File: src/rtl/proc_issue_arbiter_pkg.sv
// proc_issue_pkg: shared definitions for the processor issue arbiter.
//   - opcode constants (instruction bits [15:13])
//   - FSM state encoding
//   - default hold-cycle counts and the opcode -> hold-cycle mapping
package proc_issue_pkg;

    localparam logic [2:0] OP_MV  = 3'b000;
    localparam logic [2:0] OP_MVI = 3'b001;
    localparam logic [2:0] OP_ADD = 3'b010;
    localparam logic [2:0] OP_SUB = 3'b011;

    localparam int DEF_MV_CYCLES  = 2;
    localparam int DEF_ALU_CYCLES = 4;

    typedef enum logic [1:0] {
        IDLE,
        HOLD,
        RETIRE
    } state_t;

    // Opcodes 1xx are reserved; they get the short (mv) hold time.
    function automatic int hold_cycles(input logic [2:0] op, input int mv, input int alu);
        case (op)
            OP_MV, OP_MVI: return mv;
            OP_ADD, OP_SUB: return alu;
            default: return mv;
        endcase
    endfunction

endpackage

File: src/rtl/proc_issue_arbiter_if.sv
// proc_issue_arbiter_if: requester handshakes plus processor-side pins.
//   master : instruction sources / processor model (drive valid, instr, proc_bus)
//   slave  : the arbiter (drives ready, done, result, proc_iin, busy)
interface proc_issue_arbiter_if;
    logic        req0_valid;
    logic [15:0] req0_instr;
    logic        req0_ready;
    logic        req1_valid;
    logic [15:0] req1_instr;
    logic        req1_ready;
    logic        done0;
    logic        done1;
    logic [15:0] result;
    logic [15:0] proc_iin;
    logic [15:0] proc_bus;
    logic        busy;

    modport master (
        output req0_valid, req0_instr, req1_valid, req1_instr, proc_bus,
        input  req0_ready, req1_ready, done0, done1, result, proc_iin, busy
    );

    modport slave (
        input  req0_valid, req0_instr, req1_valid, req1_instr, proc_bus,
        output req0_ready, req1_ready, done0, done1, result, proc_iin, busy
    );
endinterface

File: src/rtl/proc_issue_arbiter_rr_arb2.sv
// rr_arb2: 2-way grant logic.
//   clock, resetn : clock, synchronous active-high reset
//   en            : grants allowed this cycle
//   valid[1:0]    : request lines
//   gnt[1:0]      : one-hot (or zero) combinational grant
// Default: round-robin on ties using a last-grant pointer (reset to 1 so
// req0 wins the first tie). With ARB_FIXED_PRIORITY_EN defined, req0
// always wins and the pointer is not kept.
module rr_arb2 (
    input  logic       clock,
    input  logic       resetn,
    input  logic       en,
    input  logic [1:0] valid,
    output logic [1:0] gnt
);

`ifdef ARB_FIXED_PRIORITY_EN
    always_comb begin
        gnt = 2'b00;
        if (en) begin
            if (valid[0])      gnt = 2'b01;
            else if (valid[1]) gnt = 2'b10;
        end
    end
`else
    logic last1;  // 1 = requester 1 was granted last

    always_comb begin
        gnt = 2'b00;
        if (en) begin
            if (&valid) gnt = last1 ? 2'b01 : 2'b10;
            else        gnt = valid;
        end
    end

    always_ff @(posedge clock) begin
        if (resetn)    last1 <= 1'b1;
        else if (|gnt) last1 <= gnt[1];
    end
`endif

endmodule

File: src/rtl/proc_issue_arbiter.sv
// proc_issue_arbiter: shares one processor datapath between two requesters.
//   clock  : rising-edge clock
//   resetn : synchronous, active-high reset
//   bus    : proc_issue_arbiter_if.slave (req0/1 valid/instr/ready,
//            done0/1, result, proc_iin, proc_bus, busy)
// A granted instruction is driven on proc_iin for its hold time, proc_bus
// is captured on the last hold cycle, and a done pulse with the result
// goes to the owner in the following RETIRE cycle.
// Optional macro ARB_FIXED_PRIORITY_EN: req0 always wins ties.
// MV_CYCLES and ALU_CYCLES must both be >= 1.
module proc_issue_arbiter
    import proc_issue_pkg::*;
#(
    parameter int          MV_CYCLES  = DEF_MV_CYCLES,
    parameter int          ALU_CYCLES = DEF_ALU_CYCLES,
    parameter logic [15:0] NOP_INSTR  = 16'h0000
) (
    input logic                 clock,
    input logic                 resetn,
    proc_issue_arbiter_if.slave bus
);

    localparam int MAX_CYCLES = (MV_CYCLES > ALU_CYCLES) ? MV_CYCLES : ALU_CYCLES;
    localparam int CW = $clog2(MAX_CYCLES + 1);

    state_t        state;
    logic [CW-1:0] cnt;
    logic          owner;     // 1 = requester 1 owns the in-flight instruction
    logic [15:0]   iin_q;     // latched instruction, doubles as proc_iin
    logic [15:0]   result_q;
    logic          done0_q;
    logic          done1_q;
    logic          busy_q;

    logic [1:0]    valid;
    logic [1:0]    gnt;
    logic          arb_en;
    logic [15:0]   sel_instr;

    assign valid  = {bus.req1_valid, bus.req0_valid};
    // No grants while reset is asserted, nor outside IDLE.
    assign arb_en = (state == IDLE) && !resetn;

    rr_arb2 u_arb (
        .clock (clock),
        .resetn(resetn),
        .en    (arb_en),
        .valid (valid),
        .gnt   (gnt)
    );

    assign sel_instr = gnt[1] ? bus.req1_instr : bus.req0_instr;

    always_ff @(posedge clock) begin
        if (resetn) begin
            state    <= IDLE;
            cnt      <= '0;
            owner    <= 1'b0;
            iin_q    <= NOP_INSTR;
            result_q <= '0;
            done0_q  <= 1'b0;
            done1_q  <= 1'b0;
            busy_q   <= 1'b0;
        end else begin
            done0_q <= 1'b0;
            done1_q <= 1'b0;
            case (state)
                IDLE: begin
                    if (|gnt) begin
                        owner  <= gnt[1];
                        cnt    <= CW'(hold_cycles(sel_instr[15:13], MV_CYCLES, ALU_CYCLES));
                        iin_q  <= sel_instr;
                        busy_q <= 1'b1;
                        state  <= HOLD;
                    end
                end
                HOLD: begin
                    cnt <= cnt - 1'b1;
                    // Last hold cycle: bus reflects the instruction's effect.
                    if (cnt == CW'(1)) begin
                        result_q <= bus.proc_bus;
                        iin_q    <= NOP_INSTR;
                        busy_q   <= 1'b0;
                        done0_q  <= !owner;
                        done1_q  <= owner;
                        state    <= RETIRE;
                    end
                end
                RETIRE: state <= IDLE;
                default: state <= IDLE;
            endcase
        end
    end

    assign bus.req0_ready = gnt[0];
    assign bus.req1_ready = gnt[1];
    assign bus.done0      = done0_q;
    assign bus.done1      = done1_q;
    assign bus.result     = result_q;
    assign bus.proc_iin   = iin_q;
    assign bus.busy       = busy_q;

endmodule

File: src/flat_wrapper.sv
// flat-port wrapper written by rule: the top's interface ports become plain ports
module proc_issue_arbiter_flat import proc_issue_pkg::*;
#(
    parameter int          MV_CYCLES  = DEF_MV_CYCLES,
    parameter int          ALU_CYCLES = DEF_ALU_CYCLES,
    parameter logic [15:0] NOP_INSTR  = 16'h0000
)
  (clock, resetn, bus_req0_valid, bus_req0_instr, bus_req1_valid, bus_req1_instr, bus_proc_bus, bus_req0_ready, bus_req1_ready, bus_done0, bus_done1, bus_result, bus_proc_iin, bus_busy);
  proc_issue_arbiter_if bus_i ();
  input logic clock;
  input logic resetn;
  input wire logic [$bits(bus_i.req0_valid)-1:0] bus_req0_valid;
  input wire logic [$bits(bus_i.req0_instr)-1:0] bus_req0_instr;
  input wire logic [$bits(bus_i.req1_valid)-1:0] bus_req1_valid;
  input wire logic [$bits(bus_i.req1_instr)-1:0] bus_req1_instr;
  input wire logic [$bits(bus_i.proc_bus)-1:0] bus_proc_bus;
  output wire logic [$bits(bus_i.req0_ready)-1:0] bus_req0_ready;
  output wire logic [$bits(bus_i.req1_ready)-1:0] bus_req1_ready;
  output wire logic [$bits(bus_i.done0)-1:0] bus_done0;
  output wire logic [$bits(bus_i.done1)-1:0] bus_done1;
  output wire logic [$bits(bus_i.result)-1:0] bus_result;
  output wire logic [$bits(bus_i.proc_iin)-1:0] bus_proc_iin;
  output wire logic [$bits(bus_i.busy)-1:0] bus_busy;
  assign bus_i.req0_valid = bus_req0_valid;
  assign bus_i.req0_instr = bus_req0_instr;
  assign bus_i.req1_valid = bus_req1_valid;
  assign bus_i.req1_instr = bus_req1_instr;
  assign bus_i.proc_bus = bus_proc_bus;
  assign bus_req0_ready = bus_i.req0_ready;
  assign bus_req1_ready = bus_i.req1_ready;
  assign bus_done0 = bus_i.done0;
  assign bus_done1 = bus_i.done1;
  assign bus_result = bus_i.result;
  assign bus_proc_iin = bus_i.proc_iin;
  assign bus_busy = bus_i.busy;
  proc_issue_arbiter #(.MV_CYCLES(MV_CYCLES), .ALU_CYCLES(ALU_CYCLES), .NOP_INSTR(NOP_INSTR)) u_core (.clock(clock), .resetn(resetn), .bus(bus_i));
endmodule
File: config.mk
export PLATFORM = sky130hd
export DESIGN_NAME = proc_issue_arbiter_flat
export DESIGN_NICKNAME = d
export VERILOG_FILES = /design/src/rtl/proc_issue_arbiter_pkg.sv /design/src/rtl/proc_issue_arbiter_if.sv /design/src/rtl/proc_issue_arbiter_rr_arb2.sv /design/src/rtl/proc_issue_arbiter.sv /design/src/flat_wrapper.sv
export SDC_FILE = /design/constraint.sdc
export NUM_CORES = 1
export LEC_CHECK = 0
export CAP_MARGIN = 40
export CORE_UTILIZATION = 45
export CTS_BUF_LIST = sky130_fd_sc_hd__clkbuf_4
export CTS_CLUSTER_DIAMETER = 120
export DETAILED_ROUTE_END_ITERATION = 10
export PLACE_DENSITY = 0.93
export SYNTH_ARGS = -nofsm -noshare
export SYNTH_HDL_FRONTEND = slang
export SYNTH_SLANG_ARGS = --single-unit
File: constraint.sdc
create_clock -name clock -period 3.54 [get_ports clock]
set_input_delay 0.354 -clock clock [delete_from_list [all_inputs] [get_ports clock]]
set_output_delay 0.354 -clock clock [all_outputs]
set_load 0.005 [all_outputs]
==> key figures <==
Status
  – Status: completed

Global route
  – Global-route wire length before repair: 8.17 mm
  – Total global routing overflow: 0
  – Pin count of the biggest net entering global routing: 45
  – M2 GR Usage: 42.4%
  – Met3 Use GR: 9.08%
  – Gr usage total: 24.2%
  – Routing usage on met1: 26.6%
  – Vias in the first global route: 1903
  – Initial antenna violation count: 0
  – Most used routing layer: met2

Logic synthesis
  – Synthesized area per cell: 7.92 µm²
  – Most common cell in the synthesized netlist: dfxtp_1
  – Synthesis Warnings: 0
  – FF+latch count, synth: 42
  – Sequential area share after synthesis: between 40% and 50%
  – Yosys top cell area share: 44.8%
  – Commonest cells in the synthesized netlist: dfxtp_1, a21oi_1, nand2_1, nand3_1, o21ai_0
  – Top_reg_cell synth: dfxtp_1
  – Post-synthesis async set-or-reset flop share: 0%
  – Synth top area cells: dfxtp_1, a21oi_1, nand3_1
  – Post-Syn Instances: 237
  – Synth cell types: 29
  – Syn_nets: 291
  – Synthesized area: 1880 µm²
  – Post-synth EDFFs: 0
  – Post-synth top area cell: dfxtp_1

Clock network
  – Post-CTS Resized: 0
  – Clk slew on worst S/H paths: 130 ps
  – Clock sinks: 42
  – Hold buffer count at cts: 0
  – Post-CTS Setup Inserts: 0
  – CTS Root Cell: clkbuf_4
  – Longest Clk Path Bufs: 2
  – CTS buffer count: 5
  – Clock Latency Late Sink: 360 ps
  – H-tree depth: 2
  – CTS tree: built

Cells and area
  – Share of cells above drive strength 1: about 5.7%
  – Area Growth Syn to Fin: 52.3%
  – Final nets: 369
  – FILL cells: 319
  – # diodes: 0
  – Final Util: 71.5%

Placement
  – Detail Placement HPWL: 3.41 mm
  – Number of port buffers: 88
  – Routability cong.: 0.827
  – Place WS: 986 ps

STA
  – Slew Viols, Final: 0
  – Final Hold Viols: 0
  – Final Worst Setup Slack: slightly below 1000 ps
  – Final period utilization: 72.5%
  – Fmax: 0.390 GHz
  – Minimum clock period: 2570 ps
  – Post-Route Skew: roughly 6 ps
  – Setup TNS: 0 ps
  – Least-Margin Pin Slew: around 800 ps
  – RSZ-0062 raised after global routing: no
  – Max-slew headroom: roughly 47%
  – Final setup vio count: 0

Detailed routing
  – DRT antenna net count: 0
  – Vias: approximately 2000
  – WL/cell: 13.9 µm
  – Vias per inst: between 5 and 6
  – Total Wirelength: approximately 5 mm
  – First-pass DRT Iterations: 4
  – Initial DRC Count: 157
  – Drc violations: 0

Die
  – Row count: 23
  – Initial core utilization: 46.9%
  – Die span in y: 66.6 µm
  – Core ar.: between 4000 and 5000 µm²
  – Die extent in x: ~67 µm
  – Ports: 89
  – Die area: 4430 µm²

Worst setup path
  – Critical R2R Launch: u_core.state[0]
  – CP Max Fanout: 44
  – CP Launch Type: input pin
  – Crit path launch: resetn
  – CP Class: in -> out
  – Setup crit end kind: output port
  – Reg2Reg Depth: 4
  – Crit path arrival time: 2210 ps
  – CP Data Required Time: around 3200 ps

Flow run
  – Max-Cap Viols: 0

Power and ir drop
  – Static leakage power: 1.00 nW
  – PwrDens: 390 nW/µm²
  – Worst vdd ir: roughly 400 µV

Hold path
  – Startpoint of the worst hold path: u_core.owner
  – Worst hold stages: 1
  – Hold Path Class: reg -> reg
## where the power goes
| part | total (mW) | switching, mW | internal (mW) |
|---|---|---|---|
| registers | 0.513 | 0.0159 | 0.497 |
| logic | 0.216 | 0.0967 | 0.119 |
| clock network | 0.386 | 0.166 | 0.221 |
## worst max-delay path, cell delays in order
cell and delay (ps):
buf_2 600, or3_1 600, nor2_1 150, clkdlybuf4s50_1 490
## path summary, 6_finish.rpt
kind	end	slack (ps)
setup / recovery	bus_req0_ready	970
hold / removal	u_core.bus.done0	430
setup reg to reg	u_core.cnt[1]	1530
hold reg to reg	u_core.bus.done0	430
## metrics by stage
stage	power [mW]	hold WS (ps)	instances	area [µm²]
after floorplan	0.624	401	237	1880
after global placement	0.730	414	357	2750
after detailed placement	0.736	416	358	2750
after CTS	1.12	434	366	2860
after global routing	1.17	456	366	2860
final	1.11	430	366	2860
## layer usage
layer / share of wire (%) / vias to the layer above / wire, µm
met1: 43 / 886 / 2200
met5: 0 / - / 0
li1: - / 978 / -
met3: 9.8 / 8 / 501
met2: 46 / 88 / 2330
met4: 1.1 / 0 / 56
## layout by cell type, fill, tap and decap left out, types with 2 or more instances in the layout
cell type	synthesis	routed
clkbuf_4	0	5
clkdlybuf4s50_1	0	87
bufinv_16	0	2
nand2b_1	3	3
nor2b_1	2	2
nor3_1	2	2
nor2_1	6	6
dfxtp_1	42	42
buf_4	2	3
nand3_1	34	34
inv_1	5	5
nand2_1	35	35
a21o_1	16	16
o21ai_0	17	17
a21oi_1	38	38
o32ai_1	3	3
ha_1	2	2
## flip-flops by register name, summed over array words and instances, names as in the netlist
name and count:
u_core.state 2, u_core.owner 1, u_core.bus.result 16, u_core.cnt 3
u_core.bus.proc_iin 16, u_core.bus.busy 1, u_core.bus.done1 1, u_core.bus.done0 1
u_core.u_arb.last1 1
## kinds of logic after synthesis
| logic type | share of synthesized area, % |
|---|---|
| compound gates | 25.9 |
| fa+ha+maj | 1.33 |
| buf+inv | 5.73 |
| flops | 44.8 |
| simple gates | 22.2 |
## final cells by class
class / count / area [µm²] / share of cell area (%)
Clock buffer: 5 / 37.5 / 1.31
Clock inverter: 3 / 68.8 / 2.41
Inverter: 5 / 18.8 / 0.656
Multi-Input combinational cell: 170 / 932 / 32.6
Sequential cell: 42 / 841 / 29.4
Tap cell: 50 / 62.6 / 2.19
Timing Repair Buffer: 91 / 898 / 31.4
Power figures use the tool's default switching activity.
